==> src/rtl/input_state.sv <==
// Debounced 4-button sequence capture: collects round_ctr_in+1 one-hot presses into 2-bit symbols, pulses complete_input for one cycle.
// Press/release accepted after DEBOUNCE_CYCLES stable samples; optional WAIT_PRESS timeout under `INPUT_TIMEOUT_EN.
module input_state #(
  parameter int DEBOUNCE_CYCLES = 4,
  parameter int TIMEOUT_CYCLES  = 1000
) (
  input  logic        clk,
  input  logic        rst_input,
  input  logic        en_input,
  input  logic [3:0]  buttons,
  input  logic [3:0]  round_ctr_in,
  output logic [31:0] seq_in_check,
  output logic        complete_input,
  output logic [4:0]  press_count,
  output logic        timed_out
);

  localparam int DB_W = $clog2(DEBOUNCE_CYCLES + 1);

  typedef enum logic [1:0] {
    IDLE         = 2'd0,
    WAIT_PRESS   = 2'd1,
    WAIT_RELEASE = 2'd2,
    DONE         = 2'd3
  } state_t;

  state_t          state;
  state_t          state_nxt;
  logic [DB_W-1:0] db_cnt;
  logic [DB_W-1:0] db_cnt_nxt;
  logic [3:0]      db_val;
  logic [4:0]      target;
  logic            btn_onehot;
  logic            btn_zero;
  logic            press_ok;
  logic            release_ok;
  logic            timeout_hit;
  logic [1:0]      sym;

  assign btn_zero   = (buttons == 4'd0);
  assign btn_onehot = !btn_zero && ((buttons & (buttons - 4'd1)) == 4'd0);

  always_comb begin
    sym = 2'b00;
    case (buttons)
      4'b0001: sym = 2'b00;
      4'b0010: sym = 2'b01;
      4'b0100: sym = 2'b10;
      4'b1000: sym = 2'b11;
      default: sym = 2'b00;
    endcase
  end

  // One shared counter: stable one-hot samples in WAIT_PRESS, zero samples in WAIT_RELEASE.
  always_comb begin
    db_cnt_nxt = '0;
    press_ok   = 1'b0;
    release_ok = 1'b0;
    case (state)
      WAIT_PRESS: begin
        if (btn_onehot) begin
          if ((buttons == db_val) && (db_cnt != '0)) begin
            db_cnt_nxt = db_cnt + 1'b1;
          end else begin
            db_cnt_nxt = DB_W'(1);
          end
          press_ok = (db_cnt_nxt == DB_W'(DEBOUNCE_CYCLES));
        end
      end
      WAIT_RELEASE: begin
        if (btn_zero) begin
          db_cnt_nxt = db_cnt + 1'b1;
          release_ok = (db_cnt_nxt == DB_W'(DEBOUNCE_CYCLES));
        end
      end
      default: begin
        db_cnt_nxt = '0;
      end
    endcase
  end

`ifdef INPUT_TIMEOUT_EN
  localparam int TO_W = $clog2(TIMEOUT_CYCLES + 1);

  logic [TO_W-1:0] to_cnt;
  logic            to_flag;

  // A press landing on the final idle cycle takes priority over the timeout.
  assign timeout_hit = (state == WAIT_PRESS) && !press_ok &&
                       (to_cnt == TO_W'(TIMEOUT_CYCLES - 1));

  always_ff @(posedge clk) begin
    if (rst_input) begin
      to_cnt  <= '0;
      to_flag <= 1'b0;
    end else begin
      if ((state == WAIT_PRESS) && !press_ok) begin
        to_cnt <= to_cnt + 1'b1;
      end else begin
        to_cnt <= '0;
      end
      to_flag <= timeout_hit;
    end
  end
`else
  logic unused_timeout_cfg;

  assign timeout_hit        = 1'b0;
  assign unused_timeout_cfg = ^32'(TIMEOUT_CYCLES);
`endif

  always_ff @(posedge clk) begin
    if (rst_input) begin
      state <= IDLE;
    end else begin
      state <= state_nxt;
    end
  end

  always_comb begin
    state_nxt = state;
    case (state)
      IDLE: begin
        if (en_input) begin
          state_nxt = WAIT_PRESS;
        end
      end
      WAIT_PRESS: begin
        if (press_ok) begin
          state_nxt = WAIT_RELEASE;
        end else if (timeout_hit) begin
          state_nxt = DONE;
        end
      end
      WAIT_RELEASE: begin
        if (release_ok) begin
          state_nxt = (press_count == target) ? DONE : WAIT_PRESS;
        end
      end
      DONE: begin
        state_nxt = IDLE;
      end
      default: begin
        state_nxt = IDLE;
      end
    endcase
  end

  always_comb begin
    complete_input = (state == DONE);
`ifdef INPUT_TIMEOUT_EN
    timed_out = to_flag;
`else
    timed_out = 1'b0;
`endif
  end

  always_ff @(posedge clk) begin
    if (rst_input) begin
      db_cnt       <= '0;
      db_val       <= 4'd0;
      target       <= 5'd0;
      seq_in_check <= 32'd0;
      press_count  <= 5'd0;
    end else begin
      db_val <= buttons;
      db_cnt <= (press_ok || release_ok) ? '0 : db_cnt_nxt;
      if ((state == IDLE) && en_input) begin
        seq_in_check <= 32'd0;
        press_count  <= 5'd0;
        target       <= {1'b0, round_ctr_in} + 5'd1;
      end else if (press_ok) begin
        seq_in_check[{press_count[3:0], 1'b0} +: 2] <= sym;
        press_count <= press_count + 5'd1;
      end
    end
  end

endmodule

==> config.mk <==
export PLATFORM = sky130hd
export DESIGN_NAME = input_state
export DESIGN_NICKNAME = d
export VERILOG_FILES = /design/src/rtl/input_state.sv
export SDC_FILE = /design/constraint.sdc
export NUM_CORES = 1
export LEC_CHECK = 0
export ABC_AREA = 1
export ABC_CLOCK_PERIOD_IN_PS = 2600
export CAP_MARGIN = 0
export CORE_MARGIN = 5
export CORE_UTILIZATION = 53
export CTS_CLUSTER_DIAMETER = 60
export DETAILED_ROUTE_END_ITERATION = 8
export GPL_TIMING_DRIVEN = 0
export HOLD_SLACK_MARGIN = 0.15
export PLACE_DENSITY = 0.82
export SKIP_CTS_REPAIR_TIMING = 1
export SYNTH_ARGS = -nofsm -noshare
export SYNTH_HDL_FRONTEND = slang
export SYNTH_SLANG_ARGS = --single-unit
==> constraint.sdc <==
create_clock -name clk -period 2.6 [get_ports clk]
set_input_delay 0.52 -clock clk [delete_from_list [all_inputs] [get_ports clk]]
set_output_delay 0.52 -clock clk [all_outputs]
set_load 0.005 [all_outputs]
==> metrics.csv, run 1 <==
metric,value,unit
status,"complete, no violations",
setup_viol_count_final,0,
grt_pass1_wl,12.1,mm
crit_arrival,2.64,ns
antennaDiodeCount,0,
ant_nets,0,
reg2reg_slack,0.20,ns
hpwl,5.56,mm
fp.dieW,83.3,um
fin_crit_sh,92.2,%
wl_per_cell,12.6,um
synth_nets,466,
drc,0,
drt_iter0_drc,201,
slew_headroom,62.2,%
grt_usage,20.5,%
layout_commonest_cell,nor2_1,
min_path_type,flip-flop to flip-flop,
first_global_vias,2746,
path_max_fanout,11,
die_h,83.3,um
crit_start,press_count[0],
syn-instance-count,441,
num_vias,2948,
final_cell_mix,"nor2_1 (112), nand2_1 (93), inv_1 (60), dfxtp_1 (50), clkdlybuf4s50_1 (47)",
htreeDepth,2,
n_fill_cell,472,
io_pins,50,
synth_area,2850,um2
grt_antenna_before_repair,0,
p_leak,1.42,nW
critPathCaptureType,flip-flop,
tritoncts,done,
drv_cap,0,
r2r-start,press_count[0],
required,2.85,ns
vias_per_cell,5.22,
hp-start,seq_in_check[17],
final.setup.tns,0,ns
cts_root_buf,clkbuf_8,
syn2layout_area_growth,23.8,%
p_total,1.77,mW
startpoint_type,flip-flop,
crit_path_frequent_cell,nor2_1,
min_period,2.40,ns
timing.fmax,0.417,GHz
yosys.area.top_type,dfxtp_1,
hold_viol_final,0,
ys_ff_latch,51,
placementRows,26,
yosysWarnings,0,
cts_buffer_depth,2,
synth_area_leaders,"dfxtp_1 (36%), nor2_1 (15%), nand2_1 (12%)",
rsz0062_at_grt,no,
ys_seq_area_share,35.9,%
timing.final.ws_setup,0.204,ns
fin_skew,0.00705,ns
synth_cell_type_count,25,
fin_nets,519,
die_area,6940,um2
cts_made_buffers,5,
yosys.area.top_type_share,35.9,%
overflow,0,
initial_utilization,55.1,%
coreArea,5170,um2
cts.sinks,51,
final_util,68.1,%
dpl.cell_count,558,
dr.pass1.iters,7,
irDropWorstVdd,0.376,mV
critPathKind,flip-flop to flip-flop,
place_congestion,0.945,
final_cells,565,
avgSynthCellArea,6.46,um2
tightest_slew,0.567,ns
drive_above_1_share,4.85,%
io_buffers,47,
place_ws,-0.110,ns
slew_viol_final,0,
grt_max_degree,16,
insertion_delay,0.31,ns
path_cells,"clkinvlp_4, ha_1, inv_1, nand2_1, nor2_1, inv_1, nor2_1, nor2_1, nor2_1",
power_density,502,nW/um2
path_clk_slew,0.09,ns
critPathSlowestCell,dfxtp_2,
slowest_delay,0.50,ns
routed_wl,7.13,mm
==> where the power goes <==
group	internal [mW]	switching (mW)	total, mW
sequential	0.812	0.0267	0.839
clock	0.312	0.266	0.577
combinational	0.128	0.226	0.354
total	1.25	0.518	1.77
==> per-stage QoR <==
stage               area [um2]  hold WS [ns]
global placement          3410         0.457
floorplan                 2850         0.445
detailed placement        3410         0.464
CTS                       3520         0.484
global route              3520         0.511
finish                    3520         0.478
==> cell usage after synthesis <==
cell type,count
a21oi_1,11
clkbuf_1,6
nor3_1,6
nand3_1,17
o31ai_1,2
buf_4,3
dfxtp_1,51
buf_2,3
nor3_4,1
a31oi_1,1
o21ai_0,7
inv_2,1
nand2_1,93
o22ai_1,8
nor2_2,2
ha_1,14
nor2_1,112
nand3_2,3
nand4_1,32
xor2_1,2
xnor2_1,3
conb_1,1
nand2_2,1
clkinv_1,1
inv_1,60
==> state kept, by name (all words and copies together), names as in the netlist <==
signal        cells
press_count       5
target            5
state             2
seq_in_check     32
db_val            4
db_cnt            3
==> final timing paths <==
check	end	cells past startpoint
worst min-delay path	seq_in_check[17]	2
worst max-delay path	seq_in_check[24]	9
worst max register to register	seq_in_check[24]	9
worst min register to register	seq_in_check[17]	2
==> area by class of cell <==
type	instances	area, um2	share of cell area (%)
clock buffers	6	82.6	2.34
clock inverters	2	35.0	0.994
well taps	70	87.6	2.48
multi-input cells	316	1530	43.5
plain buffers	11	56.3	1.60
inverters	62	236	6.71
repair buffers	47	470	13.3
flip-flops and latches	51	1020	29.0
==> critical path: cells and delay by family, from the launching register on <==
kind / cells / cell delay [ns]
fa+ha+maj: 1 / 0.49
buf+inv: 3 / 0.60
simple gates: 5 / 0.76
flops: 1 / 0.50
==> layer usage <==
metal	vias up	track usage, %	wire length (um)	part of all wire [%]
met5	-	0	0	0
met4	0	7.43	178	2.5
met3	25	4.95	490	6.9
met2	107	34.5	3230	45
met1	1312	25.3	3230	45
li1	1504	-	-	-
==> kinds of logic (layout without fill, tap and decap cells) <==
group	after synthesis	count (layout)	share of synthesized area [%]
AND/OR/NAND/NOR	267	267	40.4
buffers and inverters	74	128	10.3
flip-flops	51	51	35.9
AO/OA/AOI/OAI	29	29	5.67
adder cells (fa/ha/maj)	14	14	6.15
XOR/XNOR	5	5	1.54
other	1	1	0.132
No activity file was read; power rests on OpenSTA's default activity.
==> inputs of run 2 (changes only) <==
ABC_AREA = default   (was 1)
CORE_UTILIZATION = 52   (was 53)
==> metrics.csv, run 2 <==
metric,value,unit
final_cell_mix,"nand2_1 (51), dfxtp_1 (51), clkdlybuf4s50_1 (44), mux2i_1 (27), nor2_1 (16)",
synth_area,2680,um2
grt_max_degree,16,
hold_viol_final,0,
ys_ff_latch,51,
tightest_slew,1.03,ns
async_flop_share,0,%
irDropWorstVdd,0.303,mV
htreeDepth,2,
path_max_fanout,10,
fp.dieW,81.8,um
ys_seq_area_share,38.1,%
grt_pass1_wl,10.4,mm
drv_cap,0,
yosys.area.top_type,dfxtp_1,
p_leak,1.28,nW
die_area,6700,um2
vias_per_cell,5.47,
dpl.cell_count,427,
reg.largest.list,"seq_in_check: 32 flops, press_count: 5 flops, target: 5 flops",
num_vias,2386,
synth_area_leaders,"dfxtp_1 (38%), mux2i_1 (10%), nand2_1 (7.1%)",
top_register,seq_in_check,
fin_crit_sh,94.8,%
tritoncts,done,
min_period,2.46,ns
drive_above_1_share,8.74,%
cts_root_buf,clkbuf_8,
cts_buffer_depth,2,
ant_nets,0,
power_density,504,nW/um2
min_path_type,flip-flop to flip-flop,
wl_per_cell,14.6,um
first_global_vias,2276,
critPathKind,flip-flop to flip-flop,
dr.pass1.iters,5,
overflow,0,
path_clk_slew,0.09,ns
syn2layout_area_growth,26.7,%
coreArea,5070,um2
crit_arrival,2.70,ns
fin_nets,391,
grt_usage,20.0,%
io_buffers,45,
yosys.area.top_type_share,38.1,%
final_util,67.0,%
placementRows,26,
cts.sinks,51,
drc,0,
largest_register_ffs,32,
grt_antenna_before_repair,0,
hpwl,4.79,mm
status,"complete, no violations",
insertion_delay,0.31,ns
synthFlopType,dfxtp_1,
final_cells,436,
drt_iter0_drc,132,
initial_utilization,52.9,%
yosysWarnings,0,
setup_viol_count_final,0,
cts_made_buffers,5,
avgSynthCellArea,8.60,um2
synth_commonest_cells,"dfxtp_1 (51), nand2_1 (51), mux2i_1 (27)",
hold-worst-slack,0.465,ns
antennaDiodeCount,0,
io_pins,50,
required,2.84,ns
die_h,81.8,um
timing.fmax,0.406,GHz
synth_edf_count,0,
synth_cell_type_count,38,
slew_viol_final,0,
synth_nets,337,
critPathCaptureType,flip-flop,
startpoint_type,flip-flop,
fin_skew,0.0104,ns
place_congestion,0.915,
slew_headroom,31.0,%
syn-instance-count,312,
routed_wl,6.35,mm
## run 2: changes by cell type after synthesis, sizes merged, moves of 6 or more
cell    previous run  this run
clkbuf             6        12
inv               61         9
mux2i              0        27
nand2             94        51
nand3             20        14
nand4             32        10
nor2             114        17
nor2b              0         8
nor4               0         6
o22ai              8         0
xnor2              3         9
xor2               2        10
## run 2: worst max-delay path, cell delays in order (launching register included)
cell	delay, ns
dfxtp_1	0.38
inv_1	0.08
ha_1	0.32
nor2b_1	0.18
nand4_1	0.22
or4_4	0.55
buf_6	0.16
nor3_2	0.27
mux2i_1	0.23
## run 2: cells by family (layout without fill, tap and decap cells)
logic type | count (synthesis) | count (layout) | synth area share, %
buffers and inverters | 26 | 80 | 4.29
other | 1 | 1 | 0.140
adder cells (fa/ha/maj) | 14 | 14 | 6.53
AO/OA/AOI/OAI | 39 | 39 | 8.82
flip-flops | 51 | 51 | 38.1
AND/OR/NAND/NOR | 135 | 135 | 25.6
multiplexers | 27 | 27 | 10.1
XOR/XNOR | 19 | 19 | 6.48
## run 2: cell type report
class / count / area [um2]
sequential: 51 / 1020
clock inverter: 2 / 37.5
inverter: 9 / 33.8
clock buffer: 5 / 68.8
fill: 454 / 1680
multi-input combinational: 235 / 1600
buffer: 17 / 86.3
tap: 70 / 87.6
timing repair buffer: 47 / 468
## run 2: path summary, 6_finish.rpt
check | end | start | cells after the start | slack (ns)
setup reg to reg | seq_in_check[21] | db_cnt[0] | 8 | 0.14
hold / removal | seq_in_check[13] | seq_in_check[13] | 2 | 0.47
hold reg to reg | seq_in_check[13] | seq_in_check[13] | 2 | 0.47
setup / recovery | seq_in_check[21] | db_cnt[0] | 8 | 0.14
## run 2: stage by stage
stage	area (um2)	power (mW)	setup TNS (ns)	setup WS [ns]
floorplan	2680	1.10	0	0.345
global placement	3220	1.17	-6.94	-0.379
detailed placement	3220	1.18	-7.88	-0.422
CTS	3330	1.71	-1.00	-0.123
global route	3400	1.81	-0.0519	-0.0348
finish	3400	1.71	0	0.136
## run 2: power by group
part | internal, mW | switching [mW]
Clock | 0.281 | 0.253
Sequential | 0.815 | 0.0293
Combinational | 0.126 | 0.209
Total | 1.22 | 0.491
## run 2: metal layers
layer / part of all wire [%] / vias to the layer above / GRT usage, %
li1: - / 1181 / -
met1: 44 / 1108 / 24.8
met2: 48 / 80 / 34.2
met3: 5.4 / 17 / 3.62
met4: 2.5 / 0 / 8.31
met5: 0 / - / 0
